<file path="config.mk">
export PLATFORM = sky130hd
export DESIGN_NAME = note_tone_gen_flat
export DESIGN_NICKNAME = d
export VERILOG_FILES = /design/src/rtl/note_tone_gen_pkg.sv /design/src/rtl/note_tone_gen_if.sv /design/src/rtl/note_tone_gen_ms_tick_gen.sv /design/src/rtl/note_tone_gen.sv /design/src/flat_wrapper.sv
export SDC_FILE = /design/constraint.sdc
export NUM_CORES = 1
export LEC_CHECK = 0
export ABC_AREA = 1
export BUFFER_PORTS_ARGS = -buffer_cell sky130_fd_sc_hd__buf_2
export CAP_MARGIN = 20
export CORE_MARGIN = 5
export CORE_UTILIZATION = 55
export CTS_CLUSTER_SIZE = 10
export DETAILED_ROUTE_END_ITERATION = 8
export GPL_ROUTABILITY_DRIVEN = 0
export PLACE_DENSITY = 0.77
export SETUP_SLACK_MARGIN = 0.15
export SLEW_MARGIN = 30
export SYNTH_ARGS = -nofsm -noshare
export SYNTH_HDL_FRONTEND = slang
export SYNTH_SLANG_ARGS = --single-unit
</file>
<file path="constraint.sdc">
create_clock -name clk -period 1.6 [get_ports clk]
set_input_delay 0.32 -clock clk [delete_from_list [all_inputs] [get_ports clk]]
set_output_delay 0.32 -clock clk [all_outputs]
set_load 0.01 [all_outputs]
</file>
<file path="src/rtl/note_tone_gen_pkg.sv">
// Shared constants, state encoding and elaboration-time helpers for the tone generator.
package note_pkg;

    localparam int NUM_NOTES = 10;

    localparam int unsigned BASE_HZ [NUM_NOTES] = '{262, 294, 330, 349, 392, 440, 494, 523, 587, 659};

    typedef enum logic [1:0] {
        IDLE = 2'd0,
        PLAY = 2'd1,
        GAP  = 2'd2
    } state_t;

    // Half period in clock cycles for a base frequency shifted up by oct octaves.
    // Only ever evaluated on constants, so it never becomes a runtime divider.
    function automatic int unsigned half_period(input int unsigned clk_hz,
                                                input int unsigned hz,
                                                input int unsigned oct);
        int unsigned h;
        if (hz == 0) begin
            return 1;
        end
        h = (clk_hz / (2 * hz)) >> oct;
        return (h == 0) ? 1 : h;
    endfunction

endpackage

</file>
<file path="src/rtl/note_tone_gen_if.sv">
// Command handshake and audio outputs between the song sequencer and the tone generator.
interface note_tone_gen_if #(
    parameter int unsigned OCT_W = 2,
    parameter int unsigned DUR_W = 16
);

    logic             note_valid;
    logic             note_ready;
    logic [3:0]       note;
    logic [OCT_W-1:0] octave;
    logic [DUR_W-1:0] duration;
    logic             stop;
    logic             tone_out;
    logic [12:0]      freq;
    logic             busy;
    logic             done;

    modport master (
        output note_valid, note, octave, duration, stop,
        input  note_ready, tone_out, freq, busy, done
    );

    modport slave (
        input  note_valid, note, octave, duration, stop,
        output note_ready, tone_out, freq, busy, done
    );

endinterface

</file>
<file path="src/rtl/note_tone_gen_ms_tick_gen.sv">
// Free-running millisecond strobe: one-cycle tick every DIV clocks, restartable by clear.
module ms_tick_gen #(
    parameter int unsigned DIV = 50_000
) (
    input  logic clk,
    input  logic reset,
    input  logic clear,
    output logic tick
);

    localparam int CW = (DIV > 1) ? $clog2(DIV) : 1;

    logic [CW-1:0] count;

    assign tick = (count == CW'(DIV - 1));

    // Count 0..DIV-1 and wrap; clear holds the phase at zero so a new note starts a full ms.
    always_ff @(posedge clk) begin
        if (reset || clear) begin
            count <= '0;
        end else if (tick) begin
            count <= '0;
        end else begin
            count <= count + CW'(1);
        end
    end

endmodule

</file>
<file path="src/rtl/note_tone_gen.sv">
// Square-wave note player: accepts one note command, plays it for its duration,
// optionally follows it with a silent gap, and reports the frequency being played.
module note_tone_gen
    import note_pkg::*;
#(
    parameter int unsigned CLK_HZ = 50_000_000,
    parameter int unsigned OCT_W  = 2,
    parameter int unsigned DUR_W  = 16,
    parameter int unsigned GAP_MS = 0,
    parameter int unsigned HP_W   = 20
) (
    input  logic           clk,
    input  logic           reset,
    note_tone_gen_if.slave bus
);

    localparam int unsigned DIV     = CLK_HZ / 1000;
    localparam int unsigned NUM_OCT = 1 << OCT_W;

    localparam logic [1:0] ST_IDLE = IDLE;
    localparam logic [1:0] ST_PLAY = PLAY;
    localparam logic [1:0] ST_GAP  = GAP;

    logic [1:0]       state;
    logic [HP_W-1:0]  half_len;
    logic [HP_W-1:0]  half_cnt;
    logic [DUR_W-1:0] ms_left;
    logic             is_tone;
    logic             tone_q;
    logic [12:0]      freq_q;
    logic             done_q;
    logic             accept;
    logic             ms_tick;
    logic             tick_clear;

    logic [HP_W-1:0]  half_tbl [16][NUM_OCT];
    logic [12:0]      freq_tbl [16][NUM_OCT];

    // Constant lookup tables for every note/octave pair; indices 10..15 are rests.
    for (genvar n = 0; n < 16; n++) begin : g_note
        for (genvar o = 0; o < int'(NUM_OCT); o++) begin : g_oct
            if (n < NUM_NOTES) begin : g_tone
                assign half_tbl[n][o] = HP_W'(half_period(CLK_HZ, BASE_HZ[n], o));
                assign freq_tbl[n][o] = 13'(BASE_HZ[n] << o);
            end else begin : g_rest
                assign half_tbl[n][o] = '0;
                assign freq_tbl[n][o] = '0;
            end
        end
    end

    assign accept     = bus.note_valid && (state == ST_IDLE);
    assign tick_clear = (state == ST_IDLE);

    ms_tick_gen #(.DIV(DIV)) u_tick (
        .clk   (clk),
        .reset (reset),
        .clear (tick_clear),
        .tick  (ms_tick)
    );

    assign bus.note_ready = (state == ST_IDLE);
    assign bus.busy       = (state != ST_IDLE);
    assign bus.tone_out   = tone_q;
    assign bus.freq       = freq_q;
    assign bus.done       = done_q;

    // Main sequencer: accept, toggle the square wave, count down ms, and handle stop/completion.
    always_ff @(posedge clk) begin
        if (reset) begin
            state    <= ST_IDLE;
            half_len <= '0;
            half_cnt <= '0;
            ms_left  <= '0;
            is_tone  <= 1'b0;
            tone_q   <= 1'b0;
            freq_q   <= '0;
            done_q   <= 1'b0;
        end else begin
            done_q <= 1'b0;
            case (state)
                ST_IDLE: begin
                    if (accept) begin
                        half_len <= half_tbl[bus.note][bus.octave];
                        half_cnt <= half_tbl[bus.note][bus.octave];
                        is_tone  <= (bus.note < 4'(NUM_NOTES));
                        if (bus.duration == '0) begin
                            tone_q <= 1'b0;
                            freq_q <= '0;
                            if (GAP_MS > 0) begin
                                state   <= ST_GAP;
                                ms_left <= DUR_W'(GAP_MS);
                            end else begin
                                done_q <= 1'b1;
                            end
                        end else begin
                            state   <= ST_PLAY;
                            ms_left <= bus.duration;
                            tone_q  <= (bus.note < 4'(NUM_NOTES));
                            freq_q  <= freq_tbl[bus.note][bus.octave];
                        end
                    end
                end
                ST_PLAY: begin
                    if (bus.stop) begin
                        state  <= ST_IDLE;
                        tone_q <= 1'b0;
                        freq_q <= '0;
                    end else begin
                        if (is_tone) begin
                            if (half_cnt <= HP_W'(1)) begin
                                tone_q   <= ~tone_q;
                                half_cnt <= half_len;
                            end else begin
                                half_cnt <= half_cnt - HP_W'(1);
                            end
                        end
                        if (ms_tick) begin
                            if (ms_left == DUR_W'(1)) begin
                                tone_q <= 1'b0;
                                freq_q <= '0;
                                if (GAP_MS > 0) begin
                                    state   <= ST_GAP;
                                    ms_left <= DUR_W'(GAP_MS);
                                end else begin
                                    state  <= ST_IDLE;
                                    done_q <= 1'b1;
                                end
                            end else begin
                                ms_left <= ms_left - DUR_W'(1);
                            end
                        end
                    end
                end
                ST_GAP: begin
                    if (bus.stop) begin
                        state <= ST_IDLE;
                    end else if (ms_tick) begin
                        if (ms_left == DUR_W'(1)) begin
                            state  <= ST_IDLE;
                            done_q <= 1'b1;
                        end else begin
                            ms_left <= ms_left - DUR_W'(1);
                        end
                    end
                end
                default: begin
                    state  <= ST_IDLE;
                    tone_q <= 1'b0;
                    freq_q <= '0;
                end
            endcase
        end
    end

endmodule

</file>
<file path="src/flat_wrapper.sv">
// flat-port wrapper written by rule: the top's interface ports become plain ports
module note_tone_gen_flat import note_pkg::*;
#(
    parameter int unsigned CLK_HZ = 50_000_000,
    parameter int unsigned OCT_W  = 2,
    parameter int unsigned DUR_W  = 16,
    parameter int unsigned GAP_MS = 0,
    parameter int unsigned HP_W   = 20
)
  (clk, reset, bus_note_valid, bus_note, bus_octave, bus_duration, bus_stop, bus_note_ready, bus_tone_out, bus_freq, bus_busy, bus_done);
  note_tone_gen_if #(.OCT_W(OCT_W), .DUR_W(DUR_W)) bus_i ();
  input  logic clk;
  input  logic reset;
  input wire logic [$bits(bus_i.note_valid)-1:0] bus_note_valid;
  input wire logic [$bits(bus_i.note)-1:0] bus_note;
  input wire logic [$bits(bus_i.octave)-1:0] bus_octave;
  input wire logic [$bits(bus_i.duration)-1:0] bus_duration;
  input wire logic [$bits(bus_i.stop)-1:0] bus_stop;
  output wire logic [$bits(bus_i.note_ready)-1:0] bus_note_ready;
  output wire logic [$bits(bus_i.tone_out)-1:0] bus_tone_out;
  output wire logic [$bits(bus_i.freq)-1:0] bus_freq;
  output wire logic [$bits(bus_i.busy)-1:0] bus_busy;
  output wire logic [$bits(bus_i.done)-1:0] bus_done;
  assign bus_i.note_valid = bus_note_valid;
  assign bus_i.note = bus_note;
  assign bus_i.octave = bus_octave;
  assign bus_i.duration = bus_duration;
  assign bus_i.stop = bus_stop;
  assign bus_note_ready = bus_i.note_ready;
  assign bus_tone_out = bus_i.tone_out;
  assign bus_freq = bus_i.freq;
  assign bus_busy = bus_i.busy;
  assign bus_done = bus_i.done;
  note_tone_gen #(.CLK_HZ(CLK_HZ), .OCT_W(OCT_W), .DUR_W(DUR_W), .GAP_MS(GAP_MS), .HP_W(HP_W)) u_core (.clk(clk), .reset(reset), .bus(bus_i));
endmodule
</file>
==> impl_metrics.tcl <==
set metrics [dict create \
    synth_seq_cells 86 \
    ios 43 \
    yosysUniqueCellTypes 42 \
    dieHeight_um 114 \
    io_buffers 42 \
    die_w_um 114 \
    core_area_sq_um 10700 \
    row_count 38 \
    fin_skew_ns 0.0156 \
    outcome "complete, but fails checks" \
    yosysMostFrequentCell "nand2_1" \
    period_minus_slack_ns 1.66 \
    critPathBufInv 3 \
    place_inst 1241 \
    violations "negative setup slack" \
    tightest_slew_ns 0.494 \
    syn-num-nets 1037 \
    cp-end-kind "flop" \
    cts_tree "yes" \
    clockPowerShare_pct 18.8 \
    diodes 0 \
    worstSkewPairLatency_ns 0.40 \
    cts_made_buffers 9 \
    synth_area_sq_um 5960 \
    ys_warn_count 0 \
    overflow 0 \
    start_util_pct 55.4 \
    switching_share_pct 42.6 \
    drc 0 \
    wl_um 19600 \
    grt_max_degree 40 \
    fin_ws_ns -0.0592 \
    critPathMaxStageDelay_ns 0.35 \
    yosys-top-cells-area "dfxtp_1, nand2_1, nand3_1" \
    cts.path.max_buffers 2 \
    grt_pass1_wl_um 29700 \
    critPathArrivalTime_ns 1.99 \
    cts-htree-levels 3 \
    combPwrFrac_pct 49.3 \
    slew_violations 0 \
    path_class "reg2reg" \
    synth_cells 1002 \
    numClockSinks 86 \
    seq_area_frac_synth_pct 28.9 \
    crit_family "simple AND/OR/NAND/NOR gates" \
    synthArstFlopShare_pct 0 \
    intPower_w 0.00471 \
    drive_above_1_share_pct 31.7 \
    rsz0062_at_grt "yes" \
    cts.clk_slew.worst_paths_ns 0.11 \
    cp_max_fo 8 \
    synthFlopType "dfxtp_1" \
    required_ns 1.93 \
    p_leak_nw 3.95 \
    post-route-util_pct 76.5 \
    period_share_pct 104 \
    cp-start-kind "flop" \
    power.total_w 0.00822 \
    synth_compound_area_share_pct 13.1 \
    synthXorXnorAreaFrac_pct 1.76 \
    max_freq_ghz 0.603 \
    synth-edff-count 0 \
    first_pass_iters 6 \
    crit_chain "inv_2 -> nor2_1 -> nand2_1 -> nor2_4 -> nand2_4 -> nand2_2 -> nand2_2 -> nor2_4 -> buf_12 -> buf_12 -> nand3_1 -> a21oi_1" \
    cts.hold.buffers_added 0 \
    peakVddDrop_mv 0.575 \
    slew_headroom_pct 66.8 \
    cellPowerDensity_nw_per_um2 999 \
    synth.area.mux_share_pct 0 \
    dp_hpwl_um 12400 \
    cpMaxStageDelayCell "dfxtp_2" \
    yosys-top-cells-count "nand2_1, nor2_1, nand3_1, dfxtp_1, inv_1" \
    fillers 773 \
    area_growth_pct 38.0 \
    final_cells 1297 \
    vias 7357 \
    antenna_found_initial 0 \
    detailedPlace.worstSlack_ns -0.105 \
    routedWlPerCell_um 15.1 \
    grt_pass1_vias 6425 \
    setup_viol 22 \
    die-area_sq_um 13000 \
    min_path_type "in2reg" \
    seqPwrFrac_pct 31.9 \
    clockRootBuffer "clkbuf_8" \
    synth-simple-area-share_pct 45.2 \
    grt_usage_pct 27.8 \
    synth_top_cell_area_share_pct 28.9 \
    synthAdderAreaFrac_pct 1.89 \
    hold_viol 0 \
    r2r_setup_slack_ns -0.06 \
    synth_top_family_by_area "simple AND/OR/NAND/NOR gates" \
    ant_nets 0 \
    p_switching_w 0.00350 \
    cap_viol_max_count 0 \
    drt_iter0_drc 860 \
    finalNetCount 1187 \
    yosysTopAreaCell "dfxtp_1" \
    drt-vias-per-instance 5.67 \
    avgSynthCellArea_sq_um 5.94 \
]
## state kept, by name, summed over array words and instances (netlist names)
name / count
u_core.half_cnt: 20
u_core.half_len: 17
u_core.ms_left: 16
u_core.u_tick.count: 16
u_core.bus.freq: 13
u_core.bus.done: 1
u_core.bus.tone_out: 1
u_core.is_tone: 1
u_core.state: 1
## repair_timing
action	CTS	global route
gates resized for setup	93	108
setup endpoints to repair	57	75
hold endpoints to repair	0	0
pin swaps	40	55
gates cloned	2	3
setup buffers	16	19
## logic make-up after synthesis
family	Yosys count
DFF	86
and+or+nand+nor	617
AOI/OAI and AO/OA	145
adders and majority gates	9
xor gates and xnor gates	12
buffers and inverters	133
## tightest hold or removal path: cells and delay by family
family,cells,cell delay (ns)
simple gates,3,0.16
buf+inv,1,0.10
compound gates,1,0.05
## power groups by stage
| stage | Combinational (W) | Sequential, W | Clock, W |
|---|---|---|---|
| after global routing | 0.00442 | 0.00264 | 0.00163 |
| after global placement | 0.00300 | 0.00258 | 0 |
| after floorplan | 0.00204 | 0.00259 | 0 |
| after CTS | 0.00347 | 0.00258 | 0.00155 |
| after detailed placement | 0.00304 | 0.00259 | 0 |
| final | 0.00405 | 0.00262 | 0.00155 |
## metal layers
layer	routed length (um)	track usage (%)	vias to the layer above
li1	-	-	3542
met1	8240	36.9	3402
met2	9350	45.0	335
met3	1330	4.86	78
met4	707	10.7	0
met5	0	0	-
## final timing paths
check                              start            endpoint  depth (start not counted)
setup / recovery  u_core.u_tick.count[6]   u_core.ms_left[3]                         12
hold / removal          bus_duration[13]  u_core.ms_left[13]                          5
setup reg to reg  u_core.u_tick.count[6]   u_core.ms_left[3]                         12
hold reg to reg       u_core.bus.freq[6]  u_core.bus.freq[6]                          2
## through the flow
step / instance area, sq um / TNS, ns / hold WS, ns
final: 8220 / -0.583 / 0.282
after global routing: 8220 / -3.21 / 0.324
after CTS: 7660 / 0 / 0.268
after detailed placement: 6980 / -2.08 / 0.454
after floorplan: 6020 / 0 / 0.420
after global placement: 6980 / -1.32 / 0.449
## final cells by class
class	count	area, sq um	area share [%]
Multi-Input combinational cell	784	4250	51.7
Clock inverter	7	62.6	0.761
Inverter	92	360	4.38
Timing Repair Buffer	179	1490	18.1
Tap cell	140	175	2.13
Sequential cell	86	1760	21.4
Clock buffer	9	124	1.51
## cell usage in the layout (no fill, tap or decap), types with 37 or more instances in the layout
cell type and count:
nor2_1 89, a21oi_1 54, nand3_1 111, dfxtp_1 63, buf_2 41, o21ai_0 46
inv_1 79, buf_4 110, nand2_1 272, nor2_4 37
Note: power is estimated with default switching activity, not from simulation.
